--- config.mk ---
export PLATFORM = sky130hd
export DESIGN_NAME = axi_lite_pattern_master
export DESIGN_NICKNAME = d
export VERILOG_FILES = /design/src/rtl/axi_lite_pattern_pkg.sv /design/src/rtl/axi_lite_pattern_gen.sv /design/src/rtl/axi_lite_pattern_master.sv
export SDC_FILE = /design/constraint.sdc
export NUM_CORES = 1
export LEC_CHECK = 0
export CAP_MARGIN = 20
export CORE_MARGIN = 1
export CORE_UTILIZATION = 57
export CTS_BUF_LIST = sky130_fd_sc_hd__clkbuf_4 sky130_fd_sc_hd__clkbuf_8
export CTS_CLUSTER_DIAMETER = 120
export DETAILED_ROUTE_END_ITERATION = 10
export DONT_BUFFER_PORTS = 1
export GPL_ROUTABILITY_DRIVEN = 0
export PLACE_DENSITY = 0.77
export SLEW_MARGIN = 40
export SYNTH_ARGS = -nofsm -noshare
export SYNTH_HDL_FRONTEND = slang
export SYNTH_SLANG_ARGS = --single-unit
--- constraint.sdc ---
create_clock -name ACLK -period 4.1 [get_ports ACLK]
set_input_delay 0.82 -clock ACLK [delete_from_list [all_inputs] [get_ports ACLK]]
set_output_delay 0.82 -clock ACLK [all_outputs]
set_load 0.03 [all_outputs]
--- src/rtl/axi_lite_pattern_pkg.sv ---
// Shared types and constants for the AXI4-Lite pattern master.
package axi_lite_pattern_pkg;

  typedef enum logic [1:0] {IDLE, WRITE, READ, DONE} state_t;
  typedef enum logic [1:0] {PH_ISSUE, PH_ADDR, PH_RESP} phase_t;

  typedef logic [1:0] mode_t;
  localparam mode_t MODE_WRC = 2'd0;
  localparam mode_t MODE_WO  = 2'd1;
  localparam mode_t MODE_RC  = 2'd2;

  localparam logic [1:0] RESP_OKAY = 2'b00;
  localparam int unsigned IDX_W = 16;

endpackage

--- src/rtl/axi_lite_pattern_gen.sv ---
// Beat index counter with address / expected-data generation, shared by the write and read paths.
module axi_lite_pattern_gen
  import axi_lite_pattern_pkg::*;
#(
  parameter int unsigned AW      = 32,
  parameter int unsigned DW      = 32,
  parameter int unsigned NUM_TXN = 16,
  parameter logic [AW-1:0] BASE  = 32'h4000_0000
) (
  input  logic          i_clk,
  input  logic          i_rst,
  input  logic          i_start,
  input  logic          i_rewind,
  input  logic          i_advance,
  input  logic [DW-1:0] i_seed,
  output logic [AW-1:0] o_addr,
  output logic [DW-1:0] o_data,
  output logic          o_last
);

  logic [IDX_W-1:0] r_index;
  logic [DW-1:0]    r_seed;

  always_ff @(posedge i_clk) begin
    if (i_rst) begin
      r_index <= '0;
      r_seed  <= '0;
    end else if (i_start) begin
      r_index <= '0;
      r_seed  <= i_seed;
    end else if (i_rewind) begin
      r_index <= '0;
    end else if (i_advance) begin
      r_index <= r_index + IDX_W'(1);
    end
  end

  assign o_addr = BASE + AW'(r_index) * AW'(DW / 8);
  assign o_data = r_seed + DW'(r_index);
  assign o_last = (r_index == IDX_W'(NUM_TXN - 1));

endmodule

--- src/rtl/axi_lite_pattern_master.sv ---
// AXI4-Lite master that writes a seed+index pattern to a slave region, reads it back and counts
// failing beats. Each beat runs issue / address-handshake / response phases, one outstanding.
module axi_lite_pattern_master
  import axi_lite_pattern_pkg::*;
#(
  parameter int unsigned C_M_AXI_ADDR_WIDTH = 32,
  parameter int unsigned C_M_AXI_DATA_WIDTH = 32,
  parameter logic [C_M_AXI_ADDR_WIDTH-1:0] C_TARGET_BASE_ADDR = 32'h4000_0000,
  parameter int unsigned C_NUM_TXN = 16,
  parameter int unsigned C_ERR_CNT_WIDTH = 16
) (
  input  logic                            ACLK,
  input  logic                            ARESET,
  input  logic                            INIT_AXI_TXN,
  input  logic [1:0]                      MODE,
  input  logic [C_M_AXI_DATA_WIDTH-1:0]   SEED,
  output logic                            TXN_DONE,
  output logic                            BUSY,
  output logic                            ERROR,
  output logic [C_ERR_CNT_WIDTH-1:0]      ERR_COUNT,
  output logic [C_M_AXI_ADDR_WIDTH-1:0]   FIRST_ERR_ADDR,
  output logic [C_M_AXI_ADDR_WIDTH-1:0]   M_AXI_AWADDR,
  output logic [2:0]                      M_AXI_AWPROT,
  output logic                            M_AXI_AWVALID,
  input  logic                            M_AXI_AWREADY,
  output logic [C_M_AXI_DATA_WIDTH-1:0]   M_AXI_WDATA,
  output logic [C_M_AXI_DATA_WIDTH/8-1:0] M_AXI_WSTRB,
  output logic                            M_AXI_WVALID,
  input  logic                            M_AXI_WREADY,
  input  logic [1:0]                      M_AXI_BRESP,
  input  logic                            M_AXI_BVALID,
  output logic                            M_AXI_BREADY,
  output logic [C_M_AXI_ADDR_WIDTH-1:0]   M_AXI_ARADDR,
  output logic [2:0]                      M_AXI_ARPROT,
  output logic                            M_AXI_ARVALID,
  input  logic                            M_AXI_ARREADY,
  input  logic [C_M_AXI_DATA_WIDTH-1:0]   M_AXI_RDATA,
  input  logic [1:0]                      M_AXI_RRESP,
  input  logic                            M_AXI_RVALID,
  output logic                            M_AXI_RREADY
);

  localparam int unsigned AW = C_M_AXI_ADDR_WIDTH;
  localparam int unsigned DW = C_M_AXI_DATA_WIDTH;

  state_t               r_state;
  phase_t               r_phase;
  mode_t                r_mode;
  logic                 r_init_q;
  logic                 r_awvalid, r_wvalid, r_bready, r_arvalid, r_rready;
  logic [AW-1:0]        r_addr;
  logic [DW-1:0]        r_wdata;
  logic                 r_done, r_busy, r_error;
  logic [C_ERR_CNT_WIDTH-1:0] r_err_cnt;
  logic [AW-1:0]        r_first_addr;

  logic [AW-1:0] w_addr;
  logic [DW-1:0] w_data;
  logic          w_last, w_start, w_b_hs, w_r_hs, w_beat_done, w_fail;

  assign w_start = INIT_AXI_TXN & ~r_init_q & ((r_state == IDLE) | (r_state == DONE));
  assign w_b_hs  = M_AXI_BVALID & r_bready;
  assign w_r_hs  = M_AXI_RVALID & r_rready;
  assign w_beat_done = ((r_state == WRITE) & w_b_hs) | ((r_state == READ) & w_r_hs);
  assign w_fail  = ((r_state == WRITE) & w_b_hs & (M_AXI_BRESP != RESP_OKAY)) |
                   ((r_state == READ) & w_r_hs &
                    ((M_AXI_RRESP != RESP_OKAY) | (M_AXI_RDATA != w_data)));

  axi_lite_pattern_gen #(
    .AW      (AW),
    .DW      (DW),
    .NUM_TXN (C_NUM_TXN),
    .BASE    (C_TARGET_BASE_ADDR)
  ) u_gen (
    .i_clk     (ACLK),
    .i_rst     (ARESET),
    .i_start   (w_start),
    .i_rewind  ((r_state == WRITE) & w_b_hs & w_last),
    .i_advance (w_beat_done & ~w_last),
    .i_seed    (SEED),
    .o_addr    (w_addr),
    .o_data    (w_data),
    .o_last    (w_last)
  );

  always_ff @(posedge ACLK) begin
    if (ARESET) begin
      r_state      <= IDLE;
      r_phase      <= PH_ISSUE;
      r_mode       <= MODE_WRC;
      r_init_q     <= 1'b0;
      r_awvalid    <= 1'b0;
      r_wvalid     <= 1'b0;
      r_bready     <= 1'b0;
      r_arvalid    <= 1'b0;
      r_rready     <= 1'b0;
      r_addr       <= '0;
      r_wdata      <= '0;
      r_done       <= 1'b0;
      r_busy       <= 1'b0;
      r_error      <= 1'b0;
      r_err_cnt    <= '0;
      r_first_addr <= '0;
    end else begin
      r_init_q <= INIT_AXI_TXN;
      if (w_fail) begin
        r_error <= 1'b1;
        if (r_err_cnt != '1) r_err_cnt <= r_err_cnt + C_ERR_CNT_WIDTH'(1);
        if (!r_error) r_first_addr <= r_addr;
      end
      unique case (r_state)
        IDLE, DONE: begin
          if (w_start) begin
            r_mode       <= MODE;
            r_phase      <= PH_ISSUE;
            r_done       <= 1'b0;
            r_busy       <= 1'b1;
            r_error      <= 1'b0;
            r_err_cnt    <= '0;
            r_first_addr <= '0;
            r_state      <= (MODE == MODE_RC) ? READ : WRITE;
          end
        end
        WRITE: begin
          case (r_phase)
            PH_ISSUE: begin
              r_awvalid <= 1'b1;
              r_wvalid  <= 1'b1;
              r_addr    <= w_addr;
              r_wdata   <= w_data;
              r_phase   <= PH_ADDR;
            end
            PH_ADDR: begin
              // AW and W complete independently, in either order or together
              if (M_AXI_AWREADY) r_awvalid <= 1'b0;
              if (M_AXI_WREADY) r_wvalid <= 1'b0;
              if ((!r_awvalid || M_AXI_AWREADY) && (!r_wvalid || M_AXI_WREADY)) begin
                r_bready <= 1'b1;
                r_phase  <= PH_RESP;
              end
            end
            PH_RESP: begin
              if (w_b_hs) begin
                r_bready <= 1'b0;
                r_phase  <= PH_ISSUE;
                if (w_last) begin
                  if (r_mode == MODE_WO) begin
                    r_state <= DONE;
                    r_done  <= 1'b1;
                    r_busy  <= 1'b0;
                  end else begin
                    r_state <= READ;
                  end
                end
              end
            end
            default: r_phase <= PH_ISSUE;
          endcase
        end
        READ: begin
          case (r_phase)
            PH_ISSUE: begin
              r_arvalid <= 1'b1;
              r_addr    <= w_addr;
              r_phase   <= PH_ADDR;
            end
            PH_ADDR: begin
              if (M_AXI_ARREADY) begin
                r_arvalid <= 1'b0;
                r_rready  <= 1'b1;
                r_phase   <= PH_RESP;
              end
            end
            PH_RESP: begin
              if (w_r_hs) begin
                r_rready <= 1'b0;
                r_phase  <= PH_ISSUE;
                if (w_last) begin
                  r_state <= DONE;
                  r_done  <= 1'b1;
                  r_busy  <= 1'b0;
                end
              end
            end
            default: r_phase <= PH_ISSUE;
          endcase
        end
      endcase
    end
  end

  assign TXN_DONE       = r_done;
  assign BUSY           = r_busy;
  assign ERROR          = r_error;
  assign ERR_COUNT      = r_err_cnt;
  assign FIRST_ERR_ADDR = r_first_addr;
  assign M_AXI_AWADDR   = r_addr;
  assign M_AXI_AWPROT   = 3'b000;
  assign M_AXI_AWVALID  = r_awvalid;
  assign M_AXI_WDATA    = r_wdata;
  assign M_AXI_WSTRB    = '1;
  assign M_AXI_WVALID   = r_wvalid;
  assign M_AXI_BREADY   = r_bready;
  assign M_AXI_ARADDR   = r_addr;
  assign M_AXI_ARPROT   = 3'b000;
  assign M_AXI_ARVALID  = r_arvalid;
  assign M_AXI_RREADY   = r_rready;

endmodule

==> flow_metrics.py <==
metrics = {
    "outcome": {
        "status": "finished clean",
    },
    "sta": {
        "fin_setup_tns_ps": 0,
        "hold_ws_ps": 413,
        "min_period_over_period_pct": 96.5,
        "max-slew-margin-rel_pct": 48.4,
        "period_needed_ps": 3960,
        "fmax_mhz": 253,
        "finClkSkew_ps": 14.4,
        "finalSetupViolations": 0,
        "slew_violations": 0,
        "finalHoldViolCount": 0,
        "tightest_slew_ps": 773,
    },
    "layout": {
        "drive_gt1_share_pct": 7.97,
        "multi_input_area_um2": 5570,
        "antenna_cells": 0,
        "final_util_pct": 61.0,
        "syn_to_final_growth_pct": 3.67,
        "regArea_um2": 3200,
        "final_nets": 1293,
        "nFillCells": 1489,
    },
    "synthesis": {
        "syn-cell-area_um2": 9410,
        "ys.flop_type": "dfxtp_1",
        "yosys.area.top_type": "dfxtp_1",
        "netlist.area_leader.share_pct": 34.0,
        "syn_inst": 1240,
        "synth_warnings": 0,
        "avgSynthCellArea_um2": 7.59,
        "yosysSeqAreaShare_pct": 34.0,
        "async_flop_share_pct": 0,
        "ys_seq_elements": 160,
        "synth-edff-count": 0,
        "synth.distinct_cells": 80,
        "synth_area_leaders": "dfxtp_1 (34%), nand2_1 (8.4%), a21oi_1 (7.2%)",
    },
    "clock_network": {
        "root_buffer": "clkbuf_8",
        "htreeDepth": 4,
        "clkSinkCount": 160,
        "cts_tree": "built",
        "ctsLongestPathBuffers": 2,
        "path_clk_slew_ps": 90,
        "cts_inserted_buffers": 17,
        "clk_latency_ps": 470,
    },
    "worst_setup_path": {
        "crit_type": "flip-flop to flip-flop",
        "r2r-start": "u_gen.r_index[0]",
        "r2r_end": "FIRST_ERR_ADDR[13]",
        "path_cells": "ha_1 -> inv_1 -> fa_1 -> nand2b_1 -> a211oi_4 -> o211ai_1 -> buf_4 -> a21oi_2 -> xnor2_1 -> o2111ai_1 -> a2111oi_1 -> buf_4 -> and4_4 -> buf_12 -> buf_12 -> o21ai_1 -> a21oi_1",
        "reg2regPathDepth": 17,
        "critPathLaunchType": "flip-flop",
        "setup.worst_path.end_class": "flip-flop",
        "slowest_delay_ps": 420,
        "cp_max_fo": 17,
        "cp.arrival_ps": 4350,
        "slowest_stage": "fa_1",
        "reg2reg_slack_ps": 140,
        "cp.required_ps": 4500,
    },
    "detailed_routing": {
        "drc": 0,
        "routedWlPerCell_um": 18.8,
        "dr.pass1.iters": 6,
        "vias": 8808,
        "viasPerCell": 6.20,
        "wl_mm": 26.7,
        "drtIter0Drc": 811,
        "antenna_left": 0,
    },
    "power_and_ir_drop": {
        "p_sw_mw": 1.70,
        "p_int_mw": 2.60,
        "clkPwrFrac_pct": 26.5,
        "swShare_pct": 39.5,
        "p_comb_share_pct": 26.9,
        "pwr-share-seq_pct": 46.6,
        "vdd_drop_max_v": 0.000294,
        "leakage_nw": 3.57,
        "finalPower_mw": 4.29,
        "p_per_area_nw_per_um2": 440,
    },
    "floorplanning": {
        "rows": 46,
        "die_w_um": 130,
        "io_pins": 240,
        "die_h_um": 130,
        "initial_core_util_pct": 58.8,
        "coreArea_um2": 16000,
        "dieArea_um2": 17000,
    },
    "place": {
        "dp_hpwl_mm": 19.9,
        "port_buffers": 0,
    },
    "global_routing": {
        "grt_max_degree": 101,
        "grt_pass1_vias": 7523,
        "gr-usage-met2_pct": 48.3,
        "busiest_layer": "met2",
        "grt_pass1_wl_mm": 40.0,
        "grt.total_usage_pct": 30.4,
        "antenna_found_initial": 0,
        "grt_overflow": 0,
        "grt_use_met1_pct": 38.4,
        "met3_usage_pct": 10.3,
    },
    "run": {
        "drv_cap": 0,
    },
    "worst_hold_path": {
        "holdPathEnd": "M_AXI_AWVALID",
        "hold_class": "input pin to flip-flop",
        "min_path_cells": 1,
        "hold_path_startpoint": "ARESET",
    },
}
cell type report:
cell class                      count  area share [%]
Timing Repair Buffer               24            2.23
Tap cell                          216            2.77
Inverter                           28            1.08
Sequential cell                   160            32.8
Clock buffer                       19            2.68
Multi-Input combinational cell    960            57.1
Clock inverter                     13            1.30
Yosys cell counts (all sizes together), types with 6 or more instances:
master	instances
and4	8
nand2b	14
o21ai	56
o211ai	12
and3	27
buf	83
nor2	112
a211oi	18
a31oi	13
or3	13
dfxtp	160
and2	7
nor4	8
nand3	50
or2	6
nand2	210
nor3	18
clkbuf	47
nand4	26
mux2i	10
xnor2	37
a41o	6
a21o	6
inv	28
ha	23
a21oi	137
xor2	22
per-layer routing:
metal  up-vias  share of wire, %
met5         -                 0
met4         0               2.9
met2       489                45
met1      4064                41
met3        70                11
li1       4185                 -
per-stage QoR:
stage          area (um^2)  std cells  setup slack [ps]
6_report              9760       1420               144
5_1_grt               9760       1420             -15.0
4_1_cts               9680       1416              32.4
3_5_place_dp          9270       1384             -84.9
3_3_place_gp          9260       1384             -19.5
2_1_floorplan         9550       1278               655
cells in the final DEF (no fill, tap or decap), types with 4 or more instances in the layout:
cell          n
ha_1         23
clkinvlp_4    4
clkbuf_8     19
nor2b_1       4
xor2_1       21
o221ai_1      5
or3_1        13
a211oi_1     17
nand3_1      49
a211o_1       5
a41o_1        6
and3_1       27
buf_4        21
o21ai_1      23
xnor2_1      37
or2_2         6
o2111ai_1     4
nor3_1       18
nand2b_1     14
nor2_1      110
nand4_1      25
and2_1        6
o21ai_0      31
a21o_1        6
nand2_1     208
a31oi_1      13
and4_1        7
nor4_1        4
conb_1       40
o211ai_1     12
dfxtp_1     159
a21oi_2       7
inv_6         4
a21oi_1     130
mux2i_1      10
inv_1        28
o21a_1        5
cell families after synthesis:
| kind of cell | after synthesis | share of synthesized area [%] |
|---|---|---|
| AND/OR/NAND/NOR | 520 | 26.1 |
| AO/OA/AOI/OAI | 301 | 19.7 |
| flip-flops | 160 | 34.0 |
| buffers and inverters | 158 | 9.08 |
| XOR/XNOR | 62 | 6.22 |
| adder cells (fa/ha/maj) | 24 | 3.27 |
| multiplexers | 13 | 1.46 |
| other | 2 | 0.0798 |
power by group through the flow:
| stage | registers (mW) | logic [mW] | clock network [mW] |
|---|---|---|---|
| final | 2.00 | 1.16 | 1.14 |
| after detailed placement | 2.03 | 1.13 | 0 |
| after global placement | 2.02 | 1.11 | 0 |
| after floorplan | 1.95 | 0.979 | 0 |
| after CTS | 2.00 | 1.14 | 1.15 |
| after global routing | 2.02 | 1.28 | 1.21 |
registers in the layout, indices dropped and copies added (netlist names), 2 cells and up:
name,count
ERR_COUNT,16
M_AXI_WDATA,32
r_phase,2
r_mode,2
FIRST_ERR_ADDR,32
M_AXI_ARADDR,17
u_gen.r_seed,32
r_state,2
u_gen.r_index,16
worst max path at each step:
stage,start,end
after floorplan,u_gen.r_index[0],ERR_COUNT[2]
after global placement,u_gen.r_index[0],FIRST_ERR_ADDR[26]
after detailed placement,u_gen.r_index[0],FIRST_ERR_ADDR[27]
after CTS,u_gen.r_index[0],FIRST_ERR_ADDR[3]
after global routing,u_gen.r_index[0],ERR_COUNT[14]
final,u_gen.r_index[0],FIRST_ERR_ADDR[13]
critical path, delay by kind of cell (launching register included):
kind                       cells  cell delay, ps
AOI/OAI and AO/OA              7            1540
buffers and inverters          5             720
adders and majority gates      2             600
and+or+nand+nor                2             470
DFF                            1             380
xor gates and xnor gates       1             150
timing repair:
item	in CTS	in global routing
cloned	0	0
endpoints found under the setup margin	39	49
resized for setup	4	14
pin swaps	0	5
hold buffers	0	0
setup buffers	0	3
Note: power is estimated with default switching activity, not from simulation.
